--- src/rtl/sdram_master_arbiter_pkg.sv ---
// Shared types for the two-requester SDRAM master arbiter.
// Optional build macro used by the arbiter: ARB_FIXED_PRIO_EN (m0 always wins ties).
package sdram_arb_pkg;

  localparam int NUM_REQ = 2;

  // Requester id: 0 = wordcopy (m0), 1 = DNN compute engine (m1).
  typedef logic req_id_t;

  typedef enum logic {
    ARB_IDLE   = 1'b0,
    ARB_LOCKED = 1'b1
  } arb_state_t;

  // With two requesters the round-robin choice is simply "the other one".
  function automatic req_id_t other_id(input req_id_t id);
    return ~id;
  endfunction

endpackage

--- src/rtl/sdram_master_arbiter_if.sv ---
// Avalon-MM pipelined-read port bundle, used both for the requester-facing
// ports and for the SDRAM-facing port of the arbiter.
//
// Handshake: a command (read or write strobe with address/data) is accepted on
// a rising clk edge where the strobe is high and waitrequest is low. While
// waitrequest is high the issuer holds the command stable. Read data returns
// later, one word per cycle with readdatavalid high, in issue order.
interface sdram_master_arbiter_if #(
  parameter int ADDR_W = 32,
  parameter int DATA_W = 32
);
  logic              waitrequest;
  logic [ADDR_W-1:0] address;
  logic              read;
  logic              write;
  logic [DATA_W-1:0] writedata;
  logic [DATA_W-1:0] readdata;
  logic              readdatavalid;

  // Side that issues commands.
  modport master (
    input  waitrequest, readdata, readdatavalid,
    output address, read, write, writedata
  );

  // Side that receives commands.
  modport slave (
    output waitrequest, readdata, readdatavalid,
    input  address, read, write, writedata
  );
endinterface

--- src/rtl/sdram_master_arbiter_id_fifo.sv ---
// Small FIFO of requester ids, one entry per outstanding read, so returning
// read data can be steered to the requester that issued it.
module arb_id_fifo
  import sdram_arb_pkg::*;
#(
  parameter int DEPTH = 8,
  localparam int PTR_W = $clog2(DEPTH),
  localparam int CNT_W = $clog2(DEPTH) + 1
) (
  input  logic             clk,
  input  logic             rst_n,
  input  logic             push,
  input  req_id_t          din,
  input  logic             pop,
  output req_id_t          head,
  output logic             full,
  output logic             empty,
  output logic [CNT_W-1:0] count
);

  localparam logic [CNT_W-1:0] FULL_CNT = CNT_W'(DEPTH);

  req_id_t          mem [DEPTH];
  logic [PTR_W-1:0] wr_ptr_q;
  logic [PTR_W-1:0] rd_ptr_q;
  logic [CNT_W-1:0] count_q;
  logic             do_push;
  logic             do_pop;

  assign full    = (count_q == FULL_CNT);
  assign empty   = (count_q == '0);
  assign count   = count_q;
  assign head    = mem[rd_ptr_q];
  assign do_push = push && !full;
  assign do_pop  = pop && !empty;

  // Pointers wrap naturally because DEPTH is a power of two.
  always_ff @(posedge clk) begin
    if (!rst_n) begin
      wr_ptr_q <= '0;
      rd_ptr_q <= '0;
      count_q  <= '0;
    end else begin
      if (do_push) wr_ptr_q <= wr_ptr_q + 1'b1;
      if (do_pop)  rd_ptr_q <= rd_ptr_q + 1'b1;
      case ({do_push, do_pop})
        2'b10:   count_q <= count_q + 1'b1;
        2'b01:   count_q <= count_q - 1'b1;
        default: count_q <= count_q;
      endcase
    end
  end

  // Storage needs no reset: entries are only read when count says they are valid.
  always_ff @(posedge clk) begin
    if (do_push) mem[wr_ptr_q] <= din;
  end

endmodule

--- src/rtl/sdram_master_arbiter.sv ---
// Shares one Avalon-MM SDRAM master port between m0 (wordcopy) and m1 (DNN
// compute engine). Commands pass through combinationally; a command stalled by
// the SDRAM locks the grant to its issuer until accepted. Read ids are queued so
// readdatavalid is routed back to the issuer.
// Build macro: ARB_FIXED_PRIO_EN -- when defined, m0 always wins ties.
module sdram_master_arbiter
  import sdram_arb_pkg::*;
#(
  parameter int ADDR_W  = 32,
  parameter int DATA_W  = 32,
  parameter int MAX_OUT = 8,
  localparam int CNT_W  = $clog2(MAX_OUT) + 1
) (
  input  logic                  clk,
  input  logic                  rst_n,
  sdram_master_arbiter_if.slave  m0,
  sdram_master_arbiter_if.slave  m1,
  sdram_master_arbiter_if.master s,
  output logic                  err,
  output arb_state_t            dbg_state,
  output logic [CNT_W-1:0]      dbg_count
);

  arb_state_t           state_q, state_d;
  req_id_t              owner_q, owner_d;
  req_id_t              last_q, last_d;
  logic                 err_q, err_d;
  req_id_t              winner;
  logic                 fwd;
  logic                 accept;
  logic [NUM_REQ-1:0]   rd, wr, req, elig;
  logic [ADDR_W-1:0]    mux_addr;
  logic [DATA_W-1:0]    mux_wdata;
  logic                 fifo_push, fifo_pop, fifo_full, fifo_empty;
  req_id_t              fifo_head;

  assign rd   = {m1.read, m0.read};
  assign wr   = {m1.write, m0.write};
  assign req  = rd | wr;
  // A request carrying a read strobe cannot be taken while every id slot is used.
  assign elig = req & ~(rd & {NUM_REQ{fifo_full}});

  // Grant selection: open arbitration in IDLE, held owner in LOCKED.
  always_comb begin
    winner = 1'b0;
    fwd    = 1'b0;
    if (rst_n) begin
      if (state_q == ARB_IDLE) begin
        fwd = |elig;
        if (&elig) begin
`ifdef ARB_FIXED_PRIO_EN
          winner = 1'b0;
`else
          winner = other_id(last_q);
`endif
        end else begin
          winner = elig[1];
        end
      end else begin
        winner = owner_q;
        fwd    = req[owner_q];
      end
    end
  end

  assign mux_addr  = winner ? m1.address   : m0.address;
  assign mux_wdata = winner ? m1.writedata : m0.writedata;

  // read has precedence when a requester raises both strobes.
  assign s.address   = mux_addr;
  assign s.writedata = mux_wdata;
  assign s.read      = fwd && rd[winner];
  assign s.write     = fwd && wr[winner] && !rd[winner];

  assign m0.waitrequest = (fwd && winner == 1'b0) ? s.waitrequest : 1'b1;
  assign m1.waitrequest = (fwd && winner == 1'b1) ? s.waitrequest : 1'b1;

  assign accept    = fwd && !s.waitrequest;
  assign fifo_push = accept && rd[winner];
  assign fifo_pop  = rst_n && s.readdatavalid && !fifo_empty;

  assign m0.readdata      = s.readdata;
  assign m1.readdata      = s.readdata;
  assign m0.readdatavalid = fifo_pop && (fifo_head == 1'b0);
  assign m1.readdatavalid = fifo_pop && (fifo_head == 1'b1);

  arb_id_fifo #(.DEPTH(MAX_OUT)) u_id_fifo (
    .clk   (clk),
    .rst_n (rst_n),
    .push  (fifo_push),
    .din   (winner),
    .pop   (fifo_pop),
    .head  (fifo_head),
    .full  (fifo_full),
    .empty (fifo_empty),
    .count (dbg_count)
  );

  // Next-state: lock on a stalled command, release and remember the last grant on accept.
  always_comb begin
    state_d = state_q;
    owner_d = owner_q;
    last_d  = last_q;
    err_d   = err_q || (s.readdatavalid && fifo_empty) || (|(rd & wr));
    case (state_q)
      ARB_IDLE: begin
        if (fwd) begin
          if (s.waitrequest) begin
            state_d = ARB_LOCKED;
            owner_d = winner;
          end else begin
            last_d = winner;
          end
        end
      end
      ARB_LOCKED: begin
        if (accept) begin
          state_d = ARB_IDLE;
          last_d  = owner_q;
        end
      end
      default: state_d = ARB_IDLE;
    endcase
  end

  // State register; last resets to m1 so m0 wins the first tie.
  always_ff @(posedge clk) begin
    if (!rst_n) begin
      state_q <= ARB_IDLE;
      owner_q <= 1'b0;
      last_q  <= 1'b1;
      err_q   <= 1'b0;
    end else begin
      state_q <= state_d;
      owner_q <= owner_d;
      last_q  <= last_d;
      err_q   <= err_d;
    end
  end

  assign err       = err_q;
  assign dbg_state = state_q;

endmodule

--- src/flat_wrapper.sv ---
// flat-port wrapper written by rule: the top's interface ports become plain ports
module sdram_master_arbiter_flat import sdram_arb_pkg::*;
#(
  parameter int ADDR_W  = 32,
  parameter int DATA_W  = 32,
  parameter int MAX_OUT = 8,
  localparam int CNT_W  = $clog2(MAX_OUT) + 1
)
  (clk, rst_n, err, dbg_state, dbg_count, m0_waitrequest, m0_readdata, m0_readdatavalid, m0_address, m0_read, m0_write, m0_writedata, m1_waitrequest, m1_readdata, m1_readdatavalid, m1_address, m1_read, m1_write, m1_writedata, s_waitrequest, s_readdata, s_readdatavalid, s_address, s_read, s_write, s_writedata);
  sdram_master_arbiter_if #(.ADDR_W(ADDR_W), .DATA_W(DATA_W)) m0_i ();
  sdram_master_arbiter_if #(.ADDR_W(ADDR_W), .DATA_W(DATA_W)) m1_i ();
  sdram_master_arbiter_if #(.ADDR_W(ADDR_W), .DATA_W(DATA_W)) s_i ();
  input  logic clk;
  input  logic rst_n;
  output logic err;
  output arb_state_t dbg_state;
  output logic [CNT_W-1:0] dbg_count;
  output wire logic [$bits(m0_i.waitrequest)-1:0] m0_waitrequest;
  output wire logic [$bits(m0_i.readdata)-1:0] m0_readdata;
  output wire logic [$bits(m0_i.readdatavalid)-1:0] m0_readdatavalid;
  input wire logic [$bits(m0_i.address)-1:0] m0_address;
  input wire logic [$bits(m0_i.read)-1:0] m0_read;
  input wire logic [$bits(m0_i.write)-1:0] m0_write;
  input wire logic [$bits(m0_i.writedata)-1:0] m0_writedata;
  output wire logic [$bits(m1_i.waitrequest)-1:0] m1_waitrequest;
  output wire logic [$bits(m1_i.readdata)-1:0] m1_readdata;
  output wire logic [$bits(m1_i.readdatavalid)-1:0] m1_readdatavalid;
  input wire logic [$bits(m1_i.address)-1:0] m1_address;
  input wire logic [$bits(m1_i.read)-1:0] m1_read;
  input wire logic [$bits(m1_i.write)-1:0] m1_write;
  input wire logic [$bits(m1_i.writedata)-1:0] m1_writedata;
  input wire logic [$bits(s_i.waitrequest)-1:0] s_waitrequest;
  input wire logic [$bits(s_i.readdata)-1:0] s_readdata;
  input wire logic [$bits(s_i.readdatavalid)-1:0] s_readdatavalid;
  output wire logic [$bits(s_i.address)-1:0] s_address;
  output wire logic [$bits(s_i.read)-1:0] s_read;
  output wire logic [$bits(s_i.write)-1:0] s_write;
  output wire logic [$bits(s_i.writedata)-1:0] s_writedata;
  assign m0_waitrequest = m0_i.waitrequest;
  assign m0_readdata = m0_i.readdata;
  assign m0_readdatavalid = m0_i.readdatavalid;
  assign m0_i.address = m0_address;
  assign m0_i.read = m0_read;
  assign m0_i.write = m0_write;
  assign m0_i.writedata = m0_writedata;
  assign m1_waitrequest = m1_i.waitrequest;
  assign m1_readdata = m1_i.readdata;
  assign m1_readdatavalid = m1_i.readdatavalid;
  assign m1_i.address = m1_address;
  assign m1_i.read = m1_read;
  assign m1_i.write = m1_write;
  assign m1_i.writedata = m1_writedata;
  assign s_i.waitrequest = s_waitrequest;
  assign s_i.readdata = s_readdata;
  assign s_i.readdatavalid = s_readdatavalid;
  assign s_address = s_i.address;
  assign s_read = s_i.read;
  assign s_write = s_i.write;
  assign s_writedata = s_i.writedata;
  sdram_master_arbiter #(.ADDR_W(ADDR_W), .DATA_W(DATA_W), .MAX_OUT(MAX_OUT)) u_core (.clk(clk), .rst_n(rst_n), .m0(m0_i), .m1(m1_i), .s(s_i), .err(err), .dbg_state(dbg_state), .dbg_count(dbg_count));
endmodule
--- config.mk ---
export PLATFORM = sky130hd
export DESIGN_NAME = sdram_master_arbiter_flat
export DESIGN_NICKNAME = d
export VERILOG_FILES = /design/src/rtl/sdram_master_arbiter_pkg.sv /design/src/rtl/sdram_master_arbiter_if.sv /design/src/rtl/sdram_master_arbiter_id_fifo.sv /design/src/rtl/sdram_master_arbiter.sv /design/src/flat_wrapper.sv
export SDC_FILE = /design/constraint.sdc
export NUM_CORES = 1
export LEC_CHECK = 0
export ABC_AREA = 1
export CAP_MARGIN = 20
export CORE_AREA = 2 2 119 121
export DETAILED_ROUTE_END_ITERATION = 12
export DIE_AREA = 0 0 121 123
export MAX_ROUTING_LAYER = met4
export PLACE_DENSITY = 0.72
export SLEW_MARGIN = 20
export SYNTH_ARGS = -nofsm -noshare
export SYNTH_HDL_FRONTEND = slang
export SYNTH_SLANG_ARGS = --single-unit
export TNS_END_PERCENT = 1
--- constraint.sdc ---
create_clock -name clk -period 3.14 [get_ports clk]
set_clock_uncertainty 0.2 [all_clocks]
set_input_delay 0.471 -clock clk [delete_from_list [all_inputs] [get_ports clk]]
set_output_delay 0.471 -clock clk [all_outputs]
set_load 0.005 [all_outputs]
==> out/results.txt <==
r2r endpoint -> u_core.u_id_fifo.count[2]
combinational power share -> 0.516
Netlist Area Pre-Place -> 2630 um^2
drt drc -> 0
CTS tree -> yes
top post-synthesis cells by area -> nand2_1, buf_4, dfxtp_1, edfxtp_1, nor2_1
CP cell instances -> clkdlybuf4s50_1 > nor2_2 > inv_1 > nand3_1 > nand2_1 > nand2_2 > nand2_8 > inv_6 > buf_12 > nand2_1 > nand2_1 > clkdlybuf4s50_1
synthesized area per cell -> 6.07 um^2
Post-CTS Hold Fix Bufs -> 0
total CTS buffers -> 3
io pins -> 308
Hold Path Origin -> u_core.u_id_fifo.wr_ptr_q[0]
Avg WL per Cell -> 13.0 um
most used cell, CP -> nand2_1
Period minus WS final -> 3060 ps
chip height -> 123 um
status -> completed
Die W -> 121 um
Worst path max stage delay -> 530 ps
PortBufs -> 211
final net count -> 767
leading area contributor after synthesis -> nand2_1
crit start category -> input port
required time of the critical path -> 2470 ps
DP Wirelength -> 7.96 mm
Clk pin slew, worst setup/hold paths -> 60 ps
Die Area -> 14,900 um^2
GR Util All Layers -> 0.125
Buf/Inv on CP -> 5
# H-tree levels -> 1
relative slew slack -> 0.631
Root Buffer Master -> clkbuf_16
sequential fraction of design power -> 0.277
Via-to-Cell Ratio -> 4.06
Peak VDD IR -> 0.000244 V
P&R area growth vs syn -> 82.2%
setup slack, reg-to-reg -> 330 ps
Mapped Cells -> 433
Slew @ Worst Pin -> 548 ps
Syn Nets -> 606
Crit Path Class -> input port to output pin
CTS max path bufs -> 2
Fmax achieved -> 326 MHz
worst r2r src -> u_core.u_id_fifo.count[1]
antenna-violating nets left -> 0
LEAKAGE -> 2.21 nW
Psw -> 0.417 mW
first-pass GRT wire length -> 14.4 mm
cell-internal power -> 0.973 mW
via count -> 3,139
post-synthesis sequential area ratio -> 0.221
clk sinks -> 25
first-iteration detailed-routing DRC count -> 124
period utilization -> 0.976
share of the synthesized area in the top cell type -> 0.294
Arr. time, crit path -> 2390 ps
initial antenna violation count -> 0
hold path cells -> 2
CP top delay family -> buffers and inverters
Worst Hold End -> u_core.u_id_fifo.wr_ptr_q[0]
commonest non-fill, non-tap cell in the layout -> nand2_1
final core occ -> 0.352
Final Hold Fails -> 0
sw frac -> 0.300
synthesized flop and latch total -> 25
first-pass iteration count of the detailed router -> 4
num rows -> 43
endpoints failing setup -> 0
Final Slew Violations -> 0
YS warnings -> 0
worst hold-check path type -> flop to flop
largest net degree at the start of global routing -> 25
# diodes -> 0
total chip power -> 1.39 mW
commonest cells after routing, fill and taps aside -> nand2_1, clkdlybuf4s50_1, nor2_1
Worst Path Max Fanout -> 17
CP endpoint kind -> output pin
Core ar. -> 13,600 um^2
layout cell share with drive strength beyond 1 -> 0.0826
maxcap violations -> 0
worst r2r path cells -> 17
final setup TNS -> 0 ps
number of global-route vias before repair -> 2,931
gp weighted congestion -> 0.853
gr ovfl total -> 0
clk_lat worst skew -> 260 ps
PwrDens -> 290 nW/um^2
Synth cell types -> 30
Clk pwr share -> 0.207
CP max stage cell -> clkdlybuf4s50_1
aggregate routed wire length -> 10.1 mm
Initial Util -> 0.193
## worst reg2reg max path, delay by kind of cell (launching register included)
kind,cells,cell delay (ps)
buffers and inverters,2,220
adder cells (fa/ha/maj),2,450
flip-flops,1,490
AND/OR/NAND/NOR,9,770
AO/OA/AOI/OAI,2,330
XOR/XNOR,2,260
## cells by family (layout without fill, tap and decap cells)
group	after synthesis	in the layout	share of synthesized area
simple gates	270	270	0.421
buf+inv	101	261	0.258
compound gates	25	25	0.0528
flops	25	25	0.221
xor+xnor	7	7	0.0233
fa+ha+maj	5	5	0.0238
## repair_timing
item	4_1_cts	5_1_grt
setup buffers	1	0
gates cloned	2	0
pin swaps	1	2
resized for setup	15	9
setup endpoints to repair	45	64
endpoints found under the hold margin	0	0
## cell usage after synthesis
cell      number
nor2_2         1
nand2_2       12
buf_6          5
or2_1          1
a21oi_1       12
nor2_4         1
nor4_1         1
xor2_1         6
inv_2          1
nand3_1       12
edfxtp_1       8
buf_2          8
xnor2_1        1
nand4_1        1
o21ai_0        8
inv_1         20
buf_8          1
nand2_1      206
nor2_1        27
buf_4         64
nand2_4        1
o21ai_1        1
dfxtp_1       17
o21a_1         1
ha_1           5
clkbuf_1       2
nand3_2        3
o32ai_1        2
nor3_1         4
a221oi_1       1
## area by class of cell
class / count / area (um^2)
Inverter: 21 / 83.8
Clock inverter: 1 / 7.51
Sequential cell: 25 / 581
Fill cell: 1428 / 8820
Multi-Input combinational cell: 307 / 1380
Clock buffer: 3 / 75.1
Tap cell: 180 / 225
Timing Repair Buffer: 236 / 2440
## worst max path at each step
stage                                      to  startpoint  slack (ps)  cells past startpoint
finish                        s_writedata[25]    m0_write          80                     12
global route                    s_address[18]    m0_write         -30                     12
CTS                              s_address[7]    m1_write         0.1                     12
detailed placement  u_core.u_id_fifo.count[2]     m1_read         -90                     17
global placement              s_writedata[30]     m1_read         -60                     11
floorplan           u_core.u_id_fifo.count[2]       rst_n         550                     13
## power groups by stage
stage                     clock network (mW)  logic [mW]  registers (mW)
after floorplan                            0       0.318           0.387
after global placement                     0       0.696           0.392
after detailed placement                   0       0.698           0.393
after CTS                              0.294       0.727           0.385
after global routing                   0.307       0.790           0.388
final                                  0.288       0.717           0.386
## per-layer routing
metal  wire [um]  track usage  part of all wire  vias to the layer above
met4         197       0.0363             0.020                        0
met2        4810        0.203              0.48                      166
met3         943       0.0415             0.094                       26
met5           0            -                 0                        -
li1            -            -                 -                     1592
met1        4130        0.148              0.41                     1355
## through the flow
stage | hold slack [ps] | area (um^2) | instances | setup slack [ps]
after floorplan | 243 | 2630 | 433 | 548
after global placement | 274 | 4580 | 766 | -62.8
after detailed placement | 283 | 4580 | 766 | -87.8
after CTS | 293 | 4770 | 773 | 0.138
after global routing | 317 | 4790 | 773 | -33.7
final | 294 | 4790 | 773 | 75.4
(Power assumes the default switching activity.)
